**src/rtl/pattern_lut_loader_pkg.sv**
```systemverilog
// Shared constants and state encoding for the CCLUT pattern LUT loader.
package pattern_lut_loader_pkg;

  // Comparator-code width, which is also the LUT address width
  localparam int MXPATC  = 11;
  // pid field width on the register interface
  localparam int MXPIDB  = 4;
  // Bend field: 4-bit value plus L/R
  localparam int MXBNDB  = 5;
  // Offset code field
  localparam int MXOFFSB = 4;
  // One LUT word is {offset, bend}
  localparam int MXDATB  = MXBNDB + MXOFFSB;
  // Number of pattern LUTs (pid 0..4)
  localparam int NLUT    = 5;
  // Width of the running write checksum
  localparam int MXSUMB  = 16;

  typedef enum logic [2:0] {
    ST_IDLE    = 3'd0,
    ST_WRITE   = 3'd1,
    ST_RD_ADR  = 3'd2,
    ST_RD_WAIT = 3'd3,
    ST_CLEAR   = 3'd4
  } lut_state_t;

endpackage

```
**src/rtl/pattern_lut_loader.sv**
```systemverilog
// Host-side writer/readback engine for the five CCLUT pattern LUTs.
// Turns VME register strobes into auto-incrementing RAM writes/reads on one
// RAM port; the pattern lookup side uses the other port of each LUT RAM.
module pattern_lut_loader
  import pattern_lut_loader_pkg::*;
#(
  parameter int MXADRB = MXPATC,
  parameter int LUTW   = MXDATB,
  parameter int NLUTS  = NLUT,
  parameter int PIDW   = MXPIDB
) (
  input  logic                   clock,
  input  logic                   global_reset,
  input  logic                   lut_sel_wr,
  input  logic [PIDW-1:0]        lut_pid,
  input  logic [MXADRB-1:0]      lut_adr,
  input  logic                   lut_data_wr,
  input  logic [LUTW-1:0]        lut_wdata,
  input  logic                   lut_rd_req,
  input  logic                   lut_clear,
  output logic [LUTW-1:0]        lut_rdata,
  output logic                   lut_rd_valid,
  output logic                   lut_busy,
  output logic [MXSUMB-1:0]      lut_sum,
  output logic                   lut_err,
  output logic [NLUTS-1:0]       ram_we,
  output logic [MXADRB-1:0]      ram_adr,
  output logic [LUTW-1:0]        ram_wdata,
  input  logic [NLUTS*LUTW-1:0]  ram_rdata
);

  localparam int PIDIXB = (NLUTS > 1) ? $clog2(NLUTS) : 1;

  lut_state_t          state;
  logic [PIDW-1:0]     ptr_pid;
  logic [MXADRB-1:0]   ptr_adr;

  logic [LUTW-1:0]     rd_word [NLUTS];
  logic [PIDIXB-1:0]   pid_idx;
  logic                pid_ok;
  logic                any_strobe;

  // Split the flat RAM read bus into one word per LUT
  for (genvar gi = 0; gi < NLUTS; gi++) begin : g_unpack
    assign rd_word[gi] = ram_rdata[gi*LUTW +: LUTW];
  end

  assign pid_idx    = ptr_pid[PIDIXB-1:0];
  assign pid_ok     = (lut_pid < PIDW'(NLUTS));
  assign any_strobe = lut_sel_wr | lut_data_wr | lut_rd_req | lut_clear;

  // Loader FSM with pointer, checksum, error flag and registered RAM port.
  // WRITE accepts strobes exactly like IDLE, so back-to-back writes stream.
  always_ff @(posedge clock or posedge global_reset) begin
    if (global_reset) begin
      state        <= ST_IDLE;
      ptr_pid      <= '0;
      ptr_adr      <= '0;
      lut_rdata    <= '0;
      lut_rd_valid <= 1'b0;
      lut_busy     <= 1'b0;
      lut_sum      <= '0;
      lut_err      <= 1'b0;
      ram_we       <= '0;
      ram_adr      <= '0;
      ram_wdata    <= '0;
    end else begin
      ram_we       <= '0;
      lut_rd_valid <= 1'b0;
      case (state)
        ST_IDLE, ST_WRITE: begin
          state    <= ST_IDLE;
          lut_busy <= 1'b0;
          if (lut_clear) begin
            state     <= ST_CLEAR;
            lut_busy  <= 1'b1;
            ram_we    <= '1;
            ram_adr   <= '0;
            ram_wdata <= '0;
            if (lut_sel_wr | lut_data_wr | lut_rd_req) lut_err <= 1'b1;
          end else if (lut_sel_wr) begin
            if (pid_ok) begin
              ptr_pid <= lut_pid;
              ptr_adr <= lut_adr;
              lut_sum <= '0;
              // A good select clears the error unless it dropped a strobe
              lut_err <= lut_data_wr | lut_rd_req;
            end else begin
              lut_err <= 1'b1;
            end
          end else if (lut_data_wr) begin
            state     <= ST_WRITE;
            ram_we    <= NLUTS'(1) << ptr_pid;
            ram_adr   <= ptr_adr;
            ram_wdata <= lut_wdata;
            ptr_adr   <= ptr_adr + MXADRB'(1);
            lut_sum   <= lut_sum + MXSUMB'(lut_wdata);
            if (lut_rd_req) lut_err <= 1'b1;
          end else if (lut_rd_req) begin
            state    <= ST_RD_ADR;
            lut_busy <= 1'b1;
            ram_adr  <= ptr_adr;
            ptr_adr  <= ptr_adr + MXADRB'(1);
          end
        end
        ST_RD_ADR: begin
          state <= ST_RD_WAIT;
          if (any_strobe) lut_err <= 1'b1;
        end
        ST_RD_WAIT: begin
          state        <= ST_IDLE;
          lut_busy     <= 1'b0;
          lut_rdata    <= rd_word[pid_idx];
          lut_rd_valid <= 1'b1;
          if (any_strobe) lut_err <= 1'b1;
        end
        ST_CLEAR: begin
          if (any_strobe) lut_err <= 1'b1;
          if (ram_adr == '1) begin
            state    <= ST_IDLE;
            lut_busy <= 1'b0;
            ptr_pid  <= '0;
            ptr_adr  <= '0;
            lut_sum  <= '0;
          end else begin
            ram_we  <= '1;
            ram_adr <= ram_adr + MXADRB'(1);
          end
        end
        default: begin
          state    <= ST_IDLE;
          lut_busy <= 1'b0;
        end
      endcase
    end
  end

endmodule

```
**config.mk**
```make
export PLATFORM = sky130hd
export DESIGN_NAME = pattern_lut_loader
export DESIGN_NICKNAME = d
export VERILOG_FILES = /design/src/rtl/pattern_lut_loader_pkg.sv /design/src/rtl/pattern_lut_loader.sv
export SDC_FILE = /design/constraint.sdc
export NUM_CORES = 1
export LEC_CHECK = 0
export CORE_ASPECT_RATIO = 2
export CORE_MARGIN = 4
export CORE_UTILIZATION = 35
export DETAILED_ROUTE_END_ITERATION = 7
export PLACE_DENSITY_LB_ADDON = 0.05
export SETUP_SLACK_MARGIN = 0.05
export SYNTH_ARGS = -nofsm -noshare
export SYNTH_HDL_FRONTEND = slang
export SYNTH_SLANG_ARGS = --single-unit
```
**constraint.sdc**
```tcl
create_clock -name clock -period 2.04 [get_ports clock]
set_input_delay 0.204 -clock clock [delete_from_list [all_inputs] [get_ports clock]]
set_output_delay 0.204 -clock clock [all_outputs]
set_load 0.005 [all_outputs]
```
==> impl_metrics.env <==
export IMPL_syn_nets=532
export IMPL_grt_util_met2_pct=40.2
export IMPL_relSlewSlack_pct=50.1
export IMPL_worstPathMaxFanout=15
export IMPL_grt_antenna_before_repair=0
export IMPL_synthToLayoutAreaGrowth_pct=58.3
export IMPL_cts_root_buf="clkbuf_16"
export IMPL_grt_pass1_vias=4570
export IMPL_dieWidth_um=85.1
export IMPL_ir_worst_vdd_mv=0.696
export IMPL_cp_end_kind="flip-flop"
export IMPL_drv_slew=0
export IMPL_min_path_type="input port to flip-flop"
export IMPL_dieArea_um2=13800
export IMPL_cts_made_buffers=9
export IMPL_worstPathRequired_ns=2.26
export IMPL_grt_max_degree=72
export IMPL_seq_area_um2=1780
export IMPL_fin_nets=737
export IMPL_critPathKind="flip-flop to flip-flop"
export IMPL_setup_tns_final_ns=0
export IMPL_routed_wl_mm=14.5
export IMPL_crit_path_start_kind="flip-flop"
export IMPL_fin_crit_ns=2.03
export IMPL_filler_cell_count=1055
export IMPL_hold_viol=0
export IMPL_grt_busiest_layer="met2"
export IMPL_ys_seq_area_share_pct=42.7
export IMPL_post_dp_hpwl_mm=11.2
export IMPL_clock_path_buffers=2
export IMPL_status="finished clean"
export IMPL_ys_types=55
export IMPL_htree_levels=3
export IMPL_postSynthAreaPerCell_um2=9.35
export IMPL_swShare_pct=35.7
export IMPL_route_detailed_drc=0
export IMPL_path_clk_slew_ns=0.06
export IMPL_core_region_area_um2=11700
export IMPL_fin_util_pct=56.3
export IMPL_synthArstFlopShare_pct=100
export IMPL_grt_overflow=0
export IMPL_cts_tree="yes"
export IMPL_drtPass1Iterations=4
export IMPL_wl_per_cell_um=18.1
export IMPL_layout_setup_ws_ns=0.0142
export IMPL_io_buffer_count=127
export IMPL_vias=4284
export IMPL_multi_input_area_um2=2310
export IMPL_num_rows=56
export IMPL_final_common_cell="clkdlybuf4s50_1"
export IMPL_stdcell_count=800
export IMPL_p_seq_share_pct=28.0
export IMPL_intPower_mw=5.04
export IMPL_ys_ff_latch=71
export IMPL_pre_cts_ws_ns=-0.372
export IMPL_track_usage_pct=21.0
export IMPL_cp_arrival_ns=2.25
export IMPL_mostFrequentLayoutCells="clkdlybuf4s50_1, buf_4, dfrtp_1, nand2_1, o21ai_0"
export IMPL_power_total_mw=7.83
export IMPL_leakage_nw=2.85
export IMPL_vias_per_cell=5.36
export IMPL_cts_sinks=71
export IMPL_initial_utilization_pct=35.6
export IMPL_insertion_delay_ns=0.33
export IMPL_syn_area_um2=4160
export IMPL_dp_cells=777
export IMPL_max_slew_worst_pin_slew_ns=0.743
export IMPL_synth_warnings=0
export IMPL_grt_pass1_wl_mm=22.9
export IMPL_finalCritPeriodShare_pct=99.3
export IMPL_place_congestion=0.895
export IMPL_final_layout_size_suffix_gt1_share_pct=20.9
export IMPL_antenna_cells=0
export IMPL_die_h_um=162
export IMPL_switchingPower_mw=2.80
export IMPL_netlist_instances=445
export IMPL_io_pin_count=128
export IMPL_setup_violations=0
export IMPL_power_density_nw_per_um2=1190
export IMPL_drt_iter0_markers=181
export IMPL_drv_cap=0
export IMPL_ant_nets=0
export IMPL_max_freq_ghz=0.494
export IMPL_synthFlopType="dfrtp_1"
export IMPL_skew_ns=0.00722
export IMPL_synth_edf_count=0
export IMPL_grt_use_met1_pct=21.4
export IMPL_p_clk_share_pct=20.1
export IMPL_pwr_share_comb_pct=51.9
export IMPL_rsz0062_at_grt="yes"
export IMPL_grt_use_met3_pct=3.05
[metal layers]
metal | up-vias | routed length, µm
met5 | - | 0
met4 | 0 | 535
met3 | 34 | 490
met2 | 116 | 8230
met1 | 2069 | 5250
li1 | 2065 | -
[cell usage after synthesis, types with 5 or more instances]
master,n,area (µm²)
dfrtp_1,71,1780
nand2_1,57,214
o21ai_0,37,185
a21oi_1,26,130
nor2_1,26,97.6
a22o_1,19,166
clkbuf_1,16,60.1
inv_1,14,52.6
nand3_1,14,70.1
ha_1,11,138
a22oi_1,10,75.1
nor2b_1,10,62.6
o31ai_1,10,75.1
mux4_2,9,203
xnor2_1,9,78.8
nor3_1,8,40.0
a31oi_1,7,43.8
and3_1,7,43.8
a21o_1,6,45.0
a221o_1,5,50.1
nand2b_1,5,31.3
or3_1,5,31.3
[cell type report]
cell class,instances,share of cell area (%)
multi-input combinational,338,35.0
clock buffer,12,3.74
tap,145,2.75
inverter,14,0.855
timing repair buffer,216,29.9
sequential,71,27.0
clock inverter,4,0.684
[critical path, cell delays in order, from the launching register on]
cell and delay, ns:
dfrtp_1 0.36, ha_2 0.20, nand2_2 0.07, o41a_1 0.37, or4_4 0.45, buf_12 0.17
o41ai_2 0.30
[metrics by stage]
step	hold slack, ns	instance area, µm²
6_report	0.181	6590
5_1_grt	0.175	6590
4_1_cts	0.362	6500
3_5_place_dp	0.470	6160
3_3_place_gp	0.467	6160
2_1_floorplan	0.344	4180
[logic make-up (layout without fill, tap and decap cells)]
family / Yosys count / in the layout / synth area share [%]
AO/OA/AOI/OAI: 151 / 151 / 24.8
flip-flops: 71 / 71 / 42.7
buffers and inverters: 36 / 246 / 3.34
adder cells (fa/ha/maj): 12 / 12 / 3.79
multiplexers: 10 / 10 / 5.14
XOR/XNOR: 10 / 10 / 2.11
AND/OR/NAND/NOR: 155 / 155 / 18.1
[repair_timing]
action / in CTS / in global routing
hold endpoints to repair: 0 / 0
gates cloned: 0 / 1
setup endpoints to repair: 5 / 22
setup buffers: 3 / 3
gates resized for setup: 7 / 16
hold buffers: 0 / 0
pin swaps: 3 / 2
[final timing paths]
check	start	endpoint	slack, ns	cells past startpoint
min in group asynchronous	global_reset	ram_we[3]$_DFF_PP0_	0.33	3
min	lut_wdata[0]	ram_wdata[0]$_DFFE_PP0P_	0.18	2
max	ram_adr[1]$_DFFE_PP0P_	lut_sum[2]$_DFFE_PP0P_	0.01	6
max reg2reg	ram_adr[1]$_DFFE_PP0P_	lut_sum[2]$_DFFE_PP0P_	0.01	6
min reg2reg	lut_rdata[4]$_DFFE_PP0P_	lut_rdata[4]$_DFFE_PP0P_	0.48	2
max in group asynchronous	global_reset	lut_busy$_DFFE_PP0P_	1.36	3
[power groups by stage]
stage / Combinational (mW) / Sequential [mW] / Clock [mW]
finish: 4.07 / 2.20 / 1.57
CTS: 3.96 / 2.20 / 1.60
global route: 4.43 / 2.25 / 1.67
global placement: 3.79 / 2.21 / 0
detailed placement: 3.84 / 2.22 / 0
floorplan: 1.81 / 2.21 / 0
[registers in the layout, summed over array words and instances (netlist names), 3 cells and up]
register   cells
ptr_pid        4
ram_adr       11
state          3
lut_sum       16
lut_rdata      9
ram_we         5
ram_wdata      9
ptr_adr       11
No activity file was read; power rests on OpenSTA's default activity.
